===== config.mk =====
export PLATFORM = sky130hd
export DESIGN_NAME = bus_periph_resp
export DESIGN_NICKNAME = d
export VERILOG_FILES = /design/src/rtl/bus_pkg.sv /design/src/rtl/seg7_decode.sv /design/src/rtl/bus_periph_resp.sv
export SDC_FILE = /design/constraint.sdc
export NUM_CORES = 1
export LEC_CHECK = 0
export CORE_MARGIN = 3
export CORE_UTILIZATION = 40
export DETAILED_ROUTE_END_ITERATION = 8
export DONT_BUFFER_PORTS = 1
export HOLD_SLACK_MARGIN = 0.15
export PLACE_DENSITY_LB_ADDON = 0.1
export SLEW_MARGIN = 10
export SYNTH_ARGS = -nofsm -noshare
export SYNTH_HDL_FRONTEND = slang
export SYNTH_SLANG_ARGS = --single-unit

===== constraint.sdc =====
create_clock -name clk -period 6.7 [get_ports clk]
set_input_delay 1.005 -clock clk [delete_from_list [all_inputs] [get_ports clk]]
set_output_delay 1.005 -clock clk [all_outputs]
set_load 0.03 [all_outputs]

===== src/rtl/bus_pkg.sv =====
// Shared address map, register widths and seven-segment codes for the peripheral responder.
package bus_pkg;

  localparam logic [31:0] PERIPH_BASE = 32'hFFFF_F000;
  localparam logic [31:0] ADDR_DIG    = 32'hFFFF_F000;
  localparam logic [31:0] ADDR_TIMER  = 32'hFFFF_F020;
  localparam logic [31:0] ADDR_LED    = 32'hFFFF_F060;
  localparam logic [31:0] ADDR_SW     = 32'hFFFF_F070;

  localparam int LED_W = 24;
  localparam int SW_W  = 24;

  // Active-low codes ordered {dp,g,f,e,d,c,b,a}; dp is always dark.
  localparam logic [7:0] SEG_0 = 8'hC0;
  localparam logic [7:0] SEG_1 = 8'hF9;
  localparam logic [7:0] SEG_2 = 8'hA4;
  localparam logic [7:0] SEG_3 = 8'hB0;
  localparam logic [7:0] SEG_4 = 8'h99;
  localparam logic [7:0] SEG_5 = 8'h92;
  localparam logic [7:0] SEG_6 = 8'h82;
  localparam logic [7:0] SEG_7 = 8'hF8;
  localparam logic [7:0] SEG_8 = 8'h80;
  localparam logic [7:0] SEG_9 = 8'h90;
  localparam logic [7:0] SEG_A = 8'h88;
  localparam logic [7:0] SEG_B = 8'h83;
  localparam logic [7:0] SEG_C = 8'hC6;
  localparam logic [7:0] SEG_D = 8'hA1;
  localparam logic [7:0] SEG_E = 8'h86;
  localparam logic [7:0] SEG_F = 8'h8E;

  function automatic logic [9:0] word_off(input logic [31:0] addr);
    return addr[11:2];
  endfunction

endpackage


===== src/rtl/seg7_decode.sv =====
// Hex nibble to active-low seven-segment code; purely combinational, no backpressure.
module seg7_decode
  import bus_pkg::*;
(
  input  logic [3:0] nib,
  output logic [7:0] seg
);

  always_comb begin
    seg = SEG_0;
    case (nib)
      4'h0: seg = SEG_0;
      4'h1: seg = SEG_1;
      4'h2: seg = SEG_2;
      4'h3: seg = SEG_3;
      4'h4: seg = SEG_4;
      4'h5: seg = SEG_5;
      4'h6: seg = SEG_6;
      4'h7: seg = SEG_7;
      4'h8: seg = SEG_8;
      4'h9: seg = SEG_9;
      4'hA: seg = SEG_A;
      4'hB: seg = SEG_B;
      4'hC: seg = SEG_C;
      4'hD: seg = SEG_D;
      4'hE: seg = SEG_E;
      default: seg = SEG_F;
    endcase
  end

endmodule


===== src/rtl/bus_periph_resp.sv =====
// Peripheral window responder (DIG, TIMER, LED, SW); reads combinational, writes take effect at the edge.
// Optional timer counter built only when BUS_TIMER_EN is defined; the bus never stalls.
module bus_periph_resp
  import bus_pkg::*;
#(
  parameter int SCAN_DIV = 20000
) (
  input  logic             clk,
  input  logic             rst,
  input  logic [31:0]      Bus_addr,
  input  logic             Bus_we,
  input  logic [31:0]      Bus_wdata,
  output logic [31:0]      Bus_rdata,
  output logic             periph_hit,
  input  logic [SW_W-1:0]  sw,
  output logic [LED_W-1:0] led,
  output logic [7:0]       dig_en,
  output logic [7:0]       seg
);

  localparam int CW = (SCAN_DIV > 2) ? $clog2(SCAN_DIV) : 1;
  localparam logic [CW-1:0] SCAN_MAX = CW'(SCAN_DIV - 1);

  logic [LED_W-1:0] led_q, led_d;
  logic [31:0]      dig_q, dig_d;
  logic [SW_W-1:0]  sw1_q, sw1_d, sw_sync_q, sw_sync_d;
  logic [CW-1:0]    scan_cnt_q, scan_cnt_d;
  logic [2:0]       dig_idx_q, dig_idx_d;
  logic [31:0]      timer_rd;
  logic [9:0]       off;
  logic             sel_dig, sel_timer, sel_led, sel_sw, wr;
  logic [7:0]       seg_raw;

  wire unused_addr = ^Bus_addr[1:0];

  assign periph_hit = (Bus_addr[31:12] == PERIPH_BASE[31:12]);
  assign off        = word_off(Bus_addr);
  assign sel_dig    = periph_hit && (off == word_off(ADDR_DIG));
  assign sel_timer  = periph_hit && (off == word_off(ADDR_TIMER));
  assign sel_led    = periph_hit && (off == word_off(ADDR_LED));
  assign sel_sw     = periph_hit && (off == word_off(ADDR_SW));
  assign wr         = Bus_we && periph_hit;

  always_comb begin
    led_d      = led_q;
    dig_d      = dig_q;
    sw1_d      = sw;
    sw_sync_d  = sw1_q;
    scan_cnt_d = scan_cnt_q + CW'(1);
    dig_idx_d  = dig_idx_q;
    if (wr && sel_led) led_d = Bus_wdata[LED_W-1:0];
    if (wr && sel_dig) dig_d = Bus_wdata;
    if (scan_cnt_q == SCAN_MAX) begin
      scan_cnt_d = '0;
      dig_idx_d  = dig_idx_q + 3'd1;
    end
  end

  always_ff @(posedge clk or posedge rst) begin
    if (rst) begin
      led_q      <= '0;
      dig_q      <= '0;
      sw1_q      <= '0;
      sw_sync_q  <= '0;
      scan_cnt_q <= '0;
      dig_idx_q  <= '0;
    end else begin
      led_q      <= led_d;
      dig_q      <= dig_d;
      sw1_q      <= sw1_d;
      sw_sync_q  <= sw_sync_d;
      scan_cnt_q <= scan_cnt_d;
      dig_idx_q  <= dig_idx_d;
    end
  end

`ifdef BUS_TIMER_EN
  logic [31:0] timer_q, timer_d;

  // A load replaces the increment for that cycle.
  always_comb begin
    timer_d = timer_q + 32'd1;
    if (wr && sel_timer) timer_d = Bus_wdata;
  end

  always_ff @(posedge clk or posedge rst) begin
    if (rst) timer_q <= '0;
    else     timer_q <= timer_d;
  end

  assign timer_rd = timer_q;
`else
  assign timer_rd = '0;
`endif

  always_comb begin
    Bus_rdata = '0;
    if (sel_dig)   Bus_rdata = dig_q;
    if (sel_timer) Bus_rdata = timer_rd;
    if (sel_led)   Bus_rdata = {{(32-LED_W){1'b0}}, led_q};
    if (sel_sw)    Bus_rdata = {{(32-SW_W){1'b0}}, sw_sync_q};
  end

  seg7_decode u_dec (
    .nib (dig_q[{dig_idx_q, 2'b00} +: 4]),
    .seg (seg_raw)
  );

  assign led    = led_q;
  assign dig_en = ~(8'b1 << dig_idx_q);
  assign seg    = seg_raw | 8'h80;

endmodule


==> Yosys cells after proc, flatten, opt, wreduce, memory -nomap -nowiden <==
Memories as Yosys holds them, arrays and structs flattened.
Cells that the tools add are included.
{ "totals": {"reg_bits": 122, "romBits": 112, "input_bits": 91, "out_inout_bits": 73, "memories": 1} }
{ "mem_list": {"columns": ["memory", "words", "word_bits", "rd", "rd_ports_with_merged_regs", "write_ports", "line_no", "rtl"], "rows": [
  ["(name not given)", 16, 7, 1, 0, 0, "seg7_decode.sv:11", "case (nib)"]
]} }
{ "op_classes": {"n_addsub": 2, "n_eq_ne": 5, "shifts": 2, "muxes": 5, "bitwise": 1, "n_reduce_logical": 8} }
{ "op_table": {"columns": ["op", "count"], "rows": [
  ["32-bit 2-to-1 mux", 4],
  ["32-bit by 6-bit indexed part select with 4-bit output", 1],
  ["10-bit by 5-bit equality test with 1-bit output, second input constant", 2],
  ["20-bit equality test, second input constant", 1],
  ["15-bit by 1-bit adder with 15-bit output, second input constant", 1],
  ["15-bit equality test, second input constant", 1],
  ["15-bit 2-to-1 mux", 1],
  ["10-bit by 4-bit equality test with 1-bit output, second input constant", 1],
  ["10-bit zero test", 1],
  ["8-bit inverter", 1],
  ["1-bit by 3-bit left shift with 8-bit output, first input constant", 1],
  ["1-bit logical AND", 7],
  ["3-bit by 1-bit adder with 3-bit output, second input constant", 1]
]} }

==> Depth between registers and ports, before layout <==
Gate-level depths: netlist of run 1.
{ "depth": {"depth_word": 6, "mapped_depth": 8} }

==> Hierarchy <==
A second synthesis of run 1 with hierarchy kept.
{ "hier_totals": {"hier_cells": 430, "area_unflattened_um2": 5730.5} }
{ "by_module_without_submodules": {"columns": ["module", "instances", "cells_per_inst", "area_per_inst_um2"], "rows": [
  ["bus_periph_resp", 1, 393, 5471.5],
  ["seg7_decode", 1, 37, 259.0]
]} }

==> Least setup slack after synthesis of run 1 <==
No wires, ideal clock.
{ "synth_timing": {"path_type": "input port to output port", "from": "in Bus_addr[9]", "to": "out Bus_rdata[14]", "t_arrival_ns": 2.952, "setup_slack_ns": 2.743, "path_stages": 5, "cell_sequence": "or4_4 nor4_1 clkbuf_1 and4_1 a221o_1"} }
{ "synth_between": {"elab_chain_len": 6, "word_cells_on_any_way": 12, "cone_classes": "eq/ne (3); mux (4); reduce/logical (5)"} }
{ "synth_rtl": {"columns": ["element", "line_no", "rtl"], "rows": [
  ["from (decl)", "bus_periph_resp.sv:10", "input logic [31:0] Bus_addr,"],
  ["10-bit zero test", "bus_periph_resp.sv:38", "assign sel_dig = periph_hit && (off == word_off(ADDR_DIG));"],
  ["1-bit logical AND", "bus_periph_resp.sv:38", null],
  ["32-bit 2-to-1 mux", "bus_periph_resp.sv:98", "if (sel_dig) Bus_rdata = dig_q;"],
  ["32-bit 2-to-1 mux", "bus_periph_resp.sv:99", "if (sel_timer) Bus_rdata = timer_rd;"],
  ["32-bit 2-to-1 mux", "bus_periph_resp.sv:100", "if (sel_led) Bus_rdata = {{(32-LED_W){1'b0}}, led_q};"],
  ["32-bit 2-to-1 mux *", "bus_periph_resp.sv:101", "if (sel_sw) Bus_rdata = {{(32-SW_W){1'b0}}, sw_sync_q};"],
  ["to (decl)", "bus_periph_resp.sv:13", "output logic [31:0] Bus_rdata,"]
]} }
Mark *: on every way between the ends. The rest lies on a longest branch, timed or not.

==> Worst setup path after layout of run 1 <==
{ "layout_timing": {"from": "in Bus_addr[9]", "to": "out Bus_rdata[7]"} }
The elaborated chain is that of the path after synthesis.

==> run_results.csv, run 1 <==
group,metric,value,unit
finish,fillCellCount,1199,
finish,nets,502,
status,status,"finished clean",
yosys,async_reset_ff_share,100,%
floorplanning,dieWidth,124,microns
global_route,grt_pass1_wl,19900,microns
clock_network,clockBufferDepth,2,
yosys,avgSynthCellArea,14.1,sq um
yosys,netlist_instances,394,
yosys,synthFlopType,"dfrtp_1",
route,routed_wirelength,12900,microns
finish,seq_area,0.00305,sq mm
setup_path,crit_type,"primary input to output pin",
setup_path,cp_max_fo,24,
timing,fin_crit,4700,ps
finish,diodes,0,
floorplanning,io_pins,164,
finish,area.growth.synth_to_final,14.3,%
timing,rsz0062_at_grt,"false",
pwr,leakagePower,2.97,nW
global_route,grt_usage,17.7,%
pwr,p_clk_share,56.5,%
yosys,yosys_warnings,0,
global_route,grt_pass1_vias,3394,
yosys,synth_edf_count,0,
timing,fin_tns_setup,0,ps
pwr,power.density,280,mW/mm^2
route,drc,0,
clock_network,cts_root_buf,"clkbuf_16",
floorplanning,core_area,0.0134,sq mm
worst_hold_path,hold_path.class,"flip-flop to flip-flop",
clock_network,cts_tree,"yes",
global_route,grt_antenna_before_repair,0,
yosys,netlist.area_leader.share,54.9,%
timing,period_share,70.1,%
timing,finalSetupViolCount,0,
clock_network,cts.sinks,122,
clock_network,htree_levels,4,
yosys,synth_area,0.00556,sq mm
yosys,synth_fp_nets,498,
pwr,internal-power,1.43,mW
placement,gp_congestion,0.813,
floorplanning,initial_core_util,41.5,%
finish,layout-drive-gt1-share,27.5,%
pwr,vdd_drop_max,0.000300,V
timing,setup_ws,2000,ps
timing,slew_viol_final,0,
route,drtPass1Iterations,4,
setup_path,start_kind,"primary input",
route,vias,3292,
timing,hold_violations,0,
pwr,p_sw_share,19.9,%
pwr,p_switching,0.354,mW
finish,multi_input_area,0.00232,sq mm
run,cap_violations,0,
clock_network,clk_latency,410,ps
timing,fmax,0.213,GHz
setup_path,required,5690,ps
yosys,yosys-top-cells-area,"dfrtp_1 55%, mux2_4 8.1%, mux2_2 5.7%",
floorplanning,rows,42,
placement,preCtsSetupSlack,2000,ps
yosys,yosysSeqAreaShare,54.9,%
global_route,grt_max_degree,75,
pwr,seq_power_share,42.4,%
floorplanning,die_h,124,microns
floorplanning,dieArea,0.0154,sq mm
pwr,pwr-share-comb,1.1,%
yosys,synth.most_common_cell,"dfrtp_1",
setup_path,crit_arrival,3690,ps
setup_path,endpoint_kind,"output pin",
clock_network,clkSlewWorstSetupHoldPaths,50,ps
yosys,ys_types,46,
yosys,synth_area_leader_cell,"dfrtp_1",
clock_network,postCtsHoldBufs,0,
yosys,netlist_top_cells_count,"122 x dfrtp_1, 30 x mux2_4, 28 x mux2_2, 21 x and4_1, 19 x a221o_1",
clock_network,cts_buffers,17,
clock_network,cts_setup_buffers,0,
timing,max-slew-margin-rel,29.7,%
route,drtIter0Drc,151,
route,final_antenna_net_count,0,
timing,finClkSkew,3.01,ps
route,drt-vias-per-instance,5.61,
timing,tightestPinTransition,1040,ps
yosys,ys_ff_latch,122,
route,wire_per_inst,22.0,microns
global_route,globalRouteOverflowTotal,0,
placement,io_buffer_count,0,
placement,hpwl,9150,microns
clock_network,cts_resized,0,
## kinds of logic (layout without fill, tap and decap cells)
group / after synthesis / in the layout / synth area share, %
AOI/OAI and AO/OA: 39 / 39 / 6.10
xor gates and xnor gates: 14 / 14 / 2.20
adders and majority gates: 13 / 13 / 2.92
buffers and inverters: 34 / 51 / 3.58
DFF: 122 / 122 / 54.9
muxes: 76 / 76 / 18.8
other: 1 / 1 / 0.0674
and+or+nand+nor: 95 / 95 / 11.4
## layout by cell type, fill, tap and decap left out, types with 2 or more instances in the layout
master / instances
and4_1: 21
nor4_4: 2
dfrtp_1: 122
nor4_1: 3
nor2b_1: 2
or3_1: 5
or4_1: 2
mux4_2: 8
ha_1: 13
a221o_1: 19
a22oi_1: 5
mux2i_1: 9
bufinv_16: 5
a22o_1: 2
o21ai_0: 4
inv_6: 2
nor2_1: 11
buf_4: 7
o2bb2ai_1: 6
xor2_1: 5
mux2_2: 28
mux2_4: 30
clkbuf_16: 17
inv_1: 10
nand4_1: 10
clkinv_4: 3
nand2_1: 11
and2_1: 9
nand3_1: 7
clkinvlp_4: 3
xnor2_1: 9
nor4_2: 2
## worst max-delay path: stages
cell and delay [ps]:
or4_4 560, nor3_1 590, and4_1 1010, a221o_1 520
## cell type report
type | count | area share [%]
Clock inverter | 13 | 3.41
Clock buffer | 19 | 6.97
Timing Repair Buffer | 7 | 0.827
Tap cell | 176 | 3.47
Sequential cell | 122 | 48.0
Multi-Input combinational cell | 238 | 36.5
Inverter | 12 | 0.748
## layer usage
metal	part of all wire, %	wire length, microns	up-vias	global-route usage, %
li1	-	-	1483	-
met1	43	5620	1700	23.3
met2	48	6240	95	26.5
met3	6.7	869	14	6.86
met4	1.6	202	0	6.78
met5	0	0	-	0
## power by group through the flow
| stage | Sequential [mW] | Combinational [mW] | Clock, mW |
|---|---|---|---|
| floorplan | 0.768 | 0.0156 | 0 |
| finish | 0.756 | 0.0196 | 1.01 |
| global placement | 0.768 | 0.0207 | 0 |
| CTS | 0.756 | 0.0210 | 1.03 |
| global route | 0.757 | 0.0232 | 1.07 |
| detailed placement | 0.769 | 0.0210 | 0 |
## path summary, 6_finish.rpt
path	endpoint	start	cells after the start	slack, ps
worst min register to register	sw_sync_q[4]	sw1_q[4]	0	340
worst max-delay path	Bus_rdata[7]	Bus_addr[9]	4	2000
worst min-delay path	sw_sync_q[4]	sw1_q[4]	0	340
max in group asynchronous	sw_sync_q[14]	rst	2	4810
min in group asynchronous	led[13]	rst	1	530
worst max register to register	scan_cnt_q[11]	scan_cnt_q[7]	5	4170
## stage by stage
step                      utilization, %  cell area, sq um  hold slack [ps]  power [mW]  instances
final                               47.4              6350              344        1.78        587
after global routing                47.4              6350              349        1.85        587
after CTS                           47.4              6350              344        1.81        587
after detailed placement            42.5              5700              335       0.790        555
after global placement              42.5              5700              333       0.789        555
after floorplan                        -              5560              331       0.783        394
## registers in the layout, summed over array words and instances, names as in the netlist
name,count
sw1_q,24
led,24
sw_sync_q,24
scan_cnt_q,15
dig_q,32
dig_idx_q,3
No activity file was read; power rests on OpenSTA's default activity.
==> run 2: changes to the inputs <==
clock period = 4.9 ns   (was 6.7 ns; I/O delays follow)
==> run 2 against run 1 <==
Against the previous run:
- global-route usage shrank 0.13 points
- largest power group unchanged
- final cell count grew 0.85%
- critical path type is now flip-flop to output pin
- total power grew 26%
==> run_results.csv, run 2 (synthesis results as in run 1) <==
group,metric,value,unit
timing,period_share,83.6,%
worst_hold_path,worstHoldPathCells,0,
finish,nets,511,
clock_network,cts_resized,0,
clock_network,cts_tree,"yes",
floorplanning,dieWidth,124,microns
route,wire_per_inst,22.0,microns
timing,max-slew-margin-rel,23.1,%
floorplanning,core_area,0.0134,sq mm
finish,layout-drive-gt1-share,27.5,%
setup_path,endpoint_kind,"output pin",
worst_hold_path,hold_path.class,"flip-flop to flip-flop",
timing,tightestPinTransition,1140,ps
floorplanning,rows,42,
timing,slew_viol_final,0,
run,cap_violations,0,
pwr,power.density,354,mW/mm^2
finish,largest-register,"dig_q",
clock_network,cts_setup_buffers,0,
placement,gp_congestion,0.855,
floorplanning,die_h,124,microns
finish,layout_commonest_cell,"dfrtp_1",
worst_hold_path,min_from,"sw1_q[15]",
clock_network,cts_root_buf,"clkbuf_16",
global_route,globalRouteOverflowTotal,0,
finish,layout_common_cells,"122 x dfrtp_1, 30 x mux2_4, 28 x mux2_2",
clock_network,htree_levels,4,
route,vias,3324,
pwr,leakagePower,2.98,nW
timing,rsz0062_at_grt,"false",
global_route,grt_pass1_wl,19700,microns
status,status,"finished clean",
global_route,grt_antenna_before_repair,2,
worst_hold_path,min_to,"sw_sync_q[15]",
timing,finClkSkew,7.87,ps
setup_path,r2r.worst_path.cells,5,
timing,hold_violations,0,
route,final_antenna_net_count,0,
timing,fin_crit,4100,ps
timing,finalSetupViolCount,0,
setup_path,crit_type,"flip-flop to output pin",
setup_path,timing.rr.end,"scan_cnt_q[11]",
setup_path,crit_arrival,3360,ps
floorplanning,dieArea,0.0154,sq mm
global_route,grt_max_degree,75,
pwr,vdd_drop_max,0.000247,V
timing,fin_tns_setup,0,ps
route,drt-vias-per-instance,5.61,
setup_path,r2r-start,"scan_cnt_q[7]",
pwr,p_total,2.24,mW
placement,hpwl,9330,microns
route,drc,0,
floorplanning,io_pins,164,
finish,area.growth.synth_to_final,13.7,%
timing,fmax,0.244,GHz
clock_network,clk_latency,410,ps
global_route,grt_usage,17.6,%
finish,final_core_utilization,47.2,%
clock_network,clkSlewWorstSetupHoldPaths,50,ps
clock_network,cts_buffers,17,
route,routed_wirelength,13000,microns
global_route,grt_pass1_vias,3426,
floorplanning,initial_core_util,41.5,%
placement,io_buffer_count,0,
setup_path,reg2reg_slack,2300,ps
route,drtIter0Drc,203,
clock_network,cts.sinks,122,
route,drtPass1Iterations,4,
setup_path,cp_max_fo,11,
timing,hold-worst-slack,344,ps
setup_path,start_kind,"flip-flop",
clock_network,clockBufferDepth,2,
finish,largest_register_ffs,32,
setup_path,required,4160,ps
[run 2: how the worst max path moves through the flow]
stage,startpoint,end,slack [ps],cells past startpoint
floorplan,rst,dig_idx_q[0],920,1
global placement,Bus_addr[9],Bus_rdata[7],990,5
detailed placement,Bus_addr[9],Bus_rdata[7],960,5
CTS,dig_idx_q[0],seg[4],800,7
global route,dig_idx_q[0],seg[3],660,6
finish,dig_idx_q[0],seg[4],800,7
[run 2: final cells by class]
type | instances | area [sq um]
multi-input cells | 238 | 2320
fillers | 1214 | 7080
clock buffers | 24 | 492
repair buffers | 16 | 123
clock inverters | 3 | 65.1
flip-flops and latches | 122 | 3050
well taps | 176 | 220
inverters | 12 | 47.5
diodes | 1 | 2.50
[run 2: power breakdown]
| part | internal, mW | leakage (nW) | switching, mW | total, mW |
|---|---|---|---|---|
| sequential | 1.03 | 1.58 | 0.00525 | 1.03 |
| combinational | 0.00468 | 1.13 | 0.0240 | 0.0287 |
| clock | 0.785 | 0.274 | 0.391 | 1.18 |
| total | 1.82 | 2.98 | 0.421 | 2.24 |
[run 2: through the flow]
step           instance area (sq um)  worst slack, ps  std cells
6_report                        6320              803        592
3_3_place_gp                    5760              988        563
4_1_cts                         6320              797        591
5_1_grt                         6320              659        592
2_1_floorplan                   5560              922        394
3_5_place_dp                    5760              958        563
[run 2: metal layers]
layer,global-route usage [%],share of wire (%)
met4,8.01,2.2
met2,26.4,48
met5,0,0.084
met3,6.22,6.8
met1,22.9,43
[run 2: timing repair]
action,in CTS,in global routing
hold endpoints to repair,2,0
hold buffers,1,0
setup endpoints to repair,0,0
[run 2: worst max-delay path: stages, from the launching register on]
cell     delay (ps)
dfrtp_1         740
mux4_2          600
mux2i_1         450
inv_1           170
ha_1            230
mux2_2          250
o21ai_0         280
buf_4           230
